<file path="config.mk">
export PLATFORM = sky130hd
export DESIGN_NAME = iommu_msi_axi_wr
export DESIGN_NICKNAME = d
export VERILOG_FILES = /design/src/rtl/iommu_msi_pkg.sv /design/src/rtl/iommu_msi_axi_wr.sv
export SDC_FILE = /design/constraint.sdc
export NUM_CORES = 1
export LEC_CHECK = 0
export ABC_CLOCK_PERIOD_IN_PS = 3940
export BUFFER_PORTS_ARGS = -buffer_cell sky130_fd_sc_hd__buf_2
export CELL_PAD_IN_SITES_DETAIL_PLACEMENT = 1
export CELL_PAD_IN_SITES_GLOBAL_PLACEMENT = 1
export CORE_AREA = 2 2 185 187
export CTS_BUF_LIST = sky130_fd_sc_hd__clkbuf_16
export DETAILED_ROUTE_END_ITERATION = 10
export DIE_AREA = 0 0 187 189
export PLACE_DENSITY = 0.55
export RECOVER_POWER = 100
export SYNTH_ARGS = -nofsm -noshare
export SYNTH_HDL_FRONTEND = slang
export SYNTH_SLANG_ARGS = --single-unit
</file>
<file path="constraint.sdc">
create_clock -name clk_i -period 3.94 [get_ports clk_i]
set_clock_uncertainty 0.1 [all_clocks]
set_input_delay 0.591 -clock clk_i [delete_from_list [all_inputs] [get_ports clk_i]]
set_output_delay 0.591 -clock clk_i [all_outputs]
set_load 0.1 [all_outputs]
</file>
<file path="src/rtl/iommu_msi_pkg.sv">
`default_nettype none
// ============================================================================
//  Module   : iommu_msi_pkg
//  Brief    : Shared FSM states, AXI constants, AXI channel types and the
//             write-strobe helper for the IOMMU MSI write initiator.
//  Revision : 1.0 - initial release
// ============================================================================
package iommu_msi_pkg;

    localparam int AXI_ADDR_W = 64;
    localparam int AXI_DATA_W = 64;
    localparam int AXI_ID_W   = 4;
    localparam int AXI_USER_W = 1;

    localparam logic [2:0] AXI_SIZE_32    = 3'b010;
    localparam logic [1:0] AXI_RESP_OKAY  = 2'b00;
    localparam logic [1:0] AXI_BURST_INCR = 2'b01;

    typedef enum logic [1:0] {
        IDLE   = 2'd0,
        SEND   = 2'd1,
        WAIT_B = 2'd2,
        RESP   = 2'd3
    } msi_state_e;

    typedef struct packed {
        logic [AXI_ID_W-1:0]   id;
        logic [AXI_ADDR_W-1:0] addr;
        logic [7:0]            len;
        logic [2:0]            size;
        logic [1:0]            burst;
        logic                  lock;
        logic [3:0]            cache;
        logic [2:0]            prot;
        logic [3:0]            qos;
        logic [3:0]            region;
        logic [5:0]            atop;
        logic [AXI_USER_W-1:0] user;
    } aw_chan_t;

    typedef struct packed {
        logic [AXI_DATA_W-1:0]   data;
        logic [AXI_DATA_W/8-1:0] strb;
        logic                    last;
        logic [AXI_USER_W-1:0]   user;
    } w_chan_t;

    typedef struct packed {
        logic [AXI_ID_W-1:0]   id;
        logic [1:0]            resp;
        logic [AXI_USER_W-1:0] user;
    } b_chan_t;

    typedef struct packed {
        logic [AXI_ID_W-1:0]   id;
        logic [AXI_ADDR_W-1:0] addr;
        logic [7:0]            len;
        logic [2:0]            size;
        logic [1:0]            burst;
        logic                  lock;
        logic [3:0]            cache;
        logic [2:0]            prot;
        logic [3:0]            qos;
        logic [3:0]            region;
        logic [AXI_USER_W-1:0] user;
    } ar_chan_t;

    typedef struct packed {
        logic [AXI_ID_W-1:0]   id;
        logic [AXI_DATA_W-1:0] data;
        logic [1:0]            resp;
        logic                  last;
        logic [AXI_USER_W-1:0] user;
    } r_chan_t;

    typedef struct packed {
        aw_chan_t aw;
        logic     aw_valid;
        w_chan_t  w;
        logic     w_valid;
        logic     b_ready;
        ar_chan_t ar;
        logic     ar_valid;
        logic     r_ready;
    } msi_axi_req_t;

    typedef struct packed {
        logic     aw_ready;
        logic     ar_ready;
        logic     w_ready;
        logic     b_valid;
        b_chan_t  b;
        logic     r_valid;
        r_chan_t  r;
    } msi_axi_rsp_t;

    // A 32-bit MSI occupies one half of the 64-bit beat, selected by addr[2]
    function automatic logic [7:0] msi_strb(input logic upper_word);
        return upper_word ? 8'hF0 : 8'h0F;
    endfunction

endpackage
`default_nettype wire

</file>
<file path="src/rtl/iommu_msi_axi_wr.sv">
`default_nettype none
// ============================================================================
//  Module   : iommu_msi_axi_wr
//  Brief    : Converts a resolved MSI (address, data) into one single-beat
//             32-bit AXI4 write and reports completion/error upstream.
//  Revision : 1.0 - initial release
// ============================================================================
module iommu_msi_axi_wr
    import iommu_msi_pkg::*;
#(
    parameter int                  ADDR_WIDTH = 64,
    parameter int                  DATA_WIDTH = 64,
    parameter int                  ID_WIDTH   = 4,
    parameter int                  USER_WIDTH = 1,
    parameter logic [ID_WIDTH-1:0] MSI_ID     = '0,
    parameter type                 axi_req_t  = iommu_msi_pkg::msi_axi_req_t,
    parameter type                 axi_rsp_t  = iommu_msi_pkg::msi_axi_rsp_t
) (
    input  logic                  clk_i,
    input  logic                  rst_i,
    input  logic                  msi_valid_i,
    output logic                  msi_ready_o,
    input  logic [ADDR_WIDTH-1:0] msi_addr_i,
    input  logic [31:0]           msi_data_i,
    output logic                  done_o,
    output logic                  err_o,
    output logic                  busy_o,
    output axi_req_t              mem_req_o,
    input  axi_rsp_t              mem_resp_i
);

    msi_state_e            r_state;
    msi_state_e            w_next_state;
    logic [ADDR_WIDTH-1:0] r_addr;
    logic [31:0]           r_data;
    logic                  r_err;
    logic                  r_aw_sent;
    logic                  r_w_sent;

    logic w_aw_valid;
    logic w_w_valid;
    logic w_aw_hs;
    logic w_w_hs;
    logic w_misaligned;
    logic w_unused;

    assign w_misaligned = (msi_addr_i[1:0] != 2'b00);
    assign w_aw_valid   = (r_state == SEND) && !r_aw_sent;
    assign w_w_valid    = (r_state == SEND) && !r_w_sent;
    assign w_aw_hs      = w_aw_valid && mem_resp_i.aw_ready;
    assign w_w_hs       = w_w_valid && mem_resp_i.w_ready;

    assign w_unused = ^{mem_resp_i.ar_ready, mem_resp_i.r_valid, mem_resp_i.r,
                        mem_resp_i.b.id, mem_resp_i.b.user};

    always_ff @(posedge clk_i) begin
        if (rst_i) begin
            r_state <= IDLE;
        end else begin
            r_state <= w_next_state;
        end
    end

    always_comb begin
        w_next_state = r_state;
        msi_ready_o  = 1'b0;
        busy_o       = 1'b0;
        done_o       = 1'b0;
        err_o        = 1'b0;
        case (r_state)
            IDLE: begin
                msi_ready_o = 1'b1;
                if (msi_valid_i) begin
                    w_next_state = w_misaligned ? RESP : SEND;
                end
            end
            SEND: begin
                busy_o = 1'b1;
                // Either channel may have completed in an earlier cycle
                if ((r_aw_sent || w_aw_hs) && (r_w_sent || w_w_hs)) begin
                    w_next_state = WAIT_B;
                end
            end
            WAIT_B: begin
                busy_o = 1'b1;
                if (mem_resp_i.b_valid) begin
                    w_next_state = RESP;
                end
            end
            RESP: begin
                done_o       = 1'b1;
                err_o        = r_err;
                w_next_state = IDLE;
            end
            default: w_next_state = IDLE;
        endcase
    end

    always_ff @(posedge clk_i) begin
        if (rst_i) begin
            r_addr    <= '0;
            r_data    <= '0;
            r_err     <= 1'b0;
            r_aw_sent <= 1'b0;
            r_w_sent  <= 1'b0;
        end else begin
            case (r_state)
                IDLE: begin
                    if (msi_valid_i) begin
                        r_addr    <= msi_addr_i;
                        r_data    <= msi_data_i;
                        r_err     <= w_misaligned;
                        r_aw_sent <= 1'b0;
                        r_w_sent  <= 1'b0;
                    end
                end
                SEND: begin
                    if (w_aw_hs) r_aw_sent <= 1'b1;
                    if (w_w_hs)  r_w_sent  <= 1'b1;
                end
                WAIT_B: begin
                    if (mem_resp_i.b_valid) begin
                        r_err <= (mem_resp_i.b.resp != AXI_RESP_OKAY);
                    end
                end
                default: ;
            endcase
        end
    end

    always_comb begin
        mem_req_o          = '0;
        mem_req_o.aw.id    = MSI_ID;
        mem_req_o.aw.addr  = r_addr;
        mem_req_o.aw.len   = 8'd0;
        mem_req_o.aw.size  = AXI_SIZE_32;
        mem_req_o.aw.burst = AXI_BURST_INCR;
        mem_req_o.aw.user  = {USER_WIDTH{1'b0}};
        mem_req_o.aw_valid = w_aw_valid;
        // Replicate the word so it sits on whichever lane the strobe selects
        mem_req_o.w.data   = {(DATA_WIDTH/32){r_data}};
        mem_req_o.w.strb   = msi_strb(r_addr[2]);
        mem_req_o.w.last   = 1'b1;
        mem_req_o.w.user   = {USER_WIDTH{1'b0}};
        mem_req_o.w_valid  = w_w_valid;
        mem_req_o.b_ready  = (r_state == WAIT_B);
        mem_req_o.ar_valid = 1'b0;
        mem_req_o.r_ready  = 1'b1;
    end

endmodule
`default_nettype wire

</file>
==> flow_summary.json <==
{
  "status": "finished, final reports clean",
  "r2r-end": "r_addr[58]$_SDFFE_PP0P_",
  "drc": 0,
  "clockRootBuffer": "clkbuf_16",
  "routed_via_density": 3.26,
  "grt_first_pass_wirelength_um": 22600,
  "power_density_mw_per_mm2": 957,
  "n_antenna_cell": 0,
  "syn_area_per_cell_um2": 7.80,
  "routed_wl_um": 15600,
  "endpoint_kind": "primary output",
  "hold_class": "in2reg",
  "p_leak_nw": 2.46,
  "cts_buffer_depth": 2,
  "post-cts-setup-buffers": 0,
  "die_w_um": 187,
  "stdcell_area_mm2": 0.00591,
  "slew_headroom_pct": 5.27,
  "drive_above_1_share_pct": 14.9,
  "timing.final.ws_setup_ns": 1.13,
  "rr_startpoint": "r_state[0]$_SDFFE_PP0P_",
  "fin_crit_sh_pct": 71.4,
  "dp_cells": 1265,
  "first_iter_violations": 81,
  "clkTransAtPathRegs_ns": 0.08,
  "worstPathArrival_ns": 2.12,
  "final_cell_mix": "nand2_1, clkbuf_1, conb_1",
  "period_needed_ns": 2.81,
  "die_area_mm2": 0.0353,
  "fin_cells": 1281,
  "antenna_found_initial": 0,
  "final_common_cell": "nand2_1",
  "post-place-ws_ns": 1.42,
  "cts_made_buffers": 9,
  "reg2reg_depth": 6,
  "cp_max_fo": 5,
  "worst_pin_slew_ns": 1.42,
  "finalSetupViolations": 0,
  "finalMaxSlewViolations": 0,
  "netlist_area_mm2": 0.00501,
  "start_kind": "flip-flop",
  "dr.pass1.iters": 4,
  "clk_latency_ns": 0.37,
  "synthToLayoutAreaGrowth_pct": 18.1,
  "ys_seq_area_share_pct": 40.4,
  "ios": 468,
  "routedWlPerCell_um": 12.2,
  "hold_buffers": 0,
  "required_ns": 3.25,
  "grt-ovfl-total": 0,
  "start_util_pct": 15.0,
  "core-area_mm2": 0.0333,
  "grtUsageTotal_pct": 8.53,
  "fmax_mhz": 355,
  "drt.antenna.violating_nets": 0,
  "syn_inst": 642,
  "hold_viol": 0,
  "final_nets": 1015,
  "startpoint": "r_state[1]$_SDFFE_PP0P_",
  "io_buffers": 246,
  "gp_congestion": 0.712,
  "synth_seq_cells": 101,
  "dp_hpwl_um": 11300,
  "via_count": 4178,
  "cts_resized": 0,
  "final.fill_count": 4228,
  "cap_violations": 0,
  "grt_pass1_vias": 3848,
  "place_area_mm2": 0.00583,
  "cts_sinks": 101,
  "ys_warn_count": 0,
  "r2r_slack_ns": 1.19,
  "setup_tns_ns": 0,
  "fp.dieH_um": 189,
  "ir_worst_vdd_mv": 0.289,
  "worstSetupPathType": "reg2out",
  "rsz0062_at_grt": "false",
  "rows": 67,
  "htree_levels": 3,
  "cts_tree": "done",
  "grt_max_degree": 77,
  "synth_cell_types": 20,
  "crit_end": "mem_req_o[101]"
}
-- worst max-delay path, stage by stage (launching register included) --
cell and delay, ns:
dfxtp_1 0.35, inv_1 0.09, ha_1 0.24, nor2b_1 0.16
clkbuf_1 0.90
-- stage by stage --
stage               hold slack, ns  power, mW  utilization (%)
floorplan                    0.352       4.63                -
global placement             0.340       4.90             17.5
detailed placement           0.343       4.92             17.5
CTS                          0.310       5.85             18.3
global route                 0.326       5.95             17.8
finish                       0.344       5.66             17.8
-- worst min-delay path by stage --
stage | from | end | slack (ns) | depth (start not counted)
global route | msi_addr_i[41] | r_addr[41]$_SDFFE_PP0P_ | 0.33 | 3
floorplan | r_err$_SDFFE_PP0P_ | r_err$_SDFFE_PP0P_ | 0.35 | 2
global placement | r_addr[53]$_SDFFE_PP0P_ | r_addr[53]$_SDFFE_PP0P_ | 0.34 | 2
CTS | msi_addr_i[21] | r_addr[21]$_SDFFE_PP0P_ | 0.31 | 3
finish | msi_addr_i[49] | r_addr[49]$_SDFFE_PP0P_ | 0.34 | 3
detailed placement | r_addr[16]$_SDFFE_PP0P_ | r_addr[16]$_SDFFE_PP0P_ | 0.34 | 2
-- kinds of logic (layout without fill, tap and decap cells) --
family | count (synthesis) | in the layout | share of synthesized area [%]
DFF | 101 | 101 | 40.4
muxes | 2 | 2 | 0.400
adders and majority gates | 4 | 4 | 1.00
and+or+nand+nor | 209 | 209 | 16.1
AOI/OAI and AO/OA | 106 | 106 | 10.8
other | 2 | 142 | 0.150
buffers and inverters | 218 | 269 | 31.1
-- final cells by class --
cell class              count  area [µm²]  area share, %
clock inverters             7        50.0          0.846
well taps                 448         561           9.48
repair buffers            250        1100           18.6
clock buffers               9         225           3.81
multi-input cells         463        1950           32.9
flip-flops and latches    101        2020           34.2
inverters                   3        11.3          0.190
-- power breakdown --
part	internal [mW]	total, mW	switching (mW)
Sequential	1.20	1.32	0.115
Combinational	0.347	3.45	3.10
Clock	0.433	0.892	0.460
Total	1.98	5.66	3.68
-- layer usage --
metal	track usage, %	wire [µm]	up-vias
li1	-	-	2064
met5	0	0	-
met2	15.4	7810	223
met1	8.82	6020	1875
met4	4.67	367	0
met3	2.71	1380	16
-- cells in the mapped netlist, drive strengths merged --
cell | instances | area share, %
and2 | 2 | 0.25
buf | 197 | 30
ha | 4 | 1.0
mux2i | 2 | 0.40
o22ai | 1 | 0.13
clkbuf | 18 | 1.3
a211oi | 2 | 0.40
dfxtp | 101 | 40
nor3 | 3 | 0.30
nand2 | 193 | 14
nand2b | 1 | 0.13
nor2b | 4 | 0.50
inv | 3 | 0.22
o21ai | 2 | 0.20
a21oi | 101 | 10
conb | 2 | 0.15
nor2 | 6 | 0.45
-- flip-flops by register name, summed over array words and instances (netlist names) --
name / count
r_addr: 64
r_data: 32
r_state: 2
r_aw_sent: 1
r_err: 1
r_w_sent: 1
Note: power is estimated with default switching activity, not from simulation.
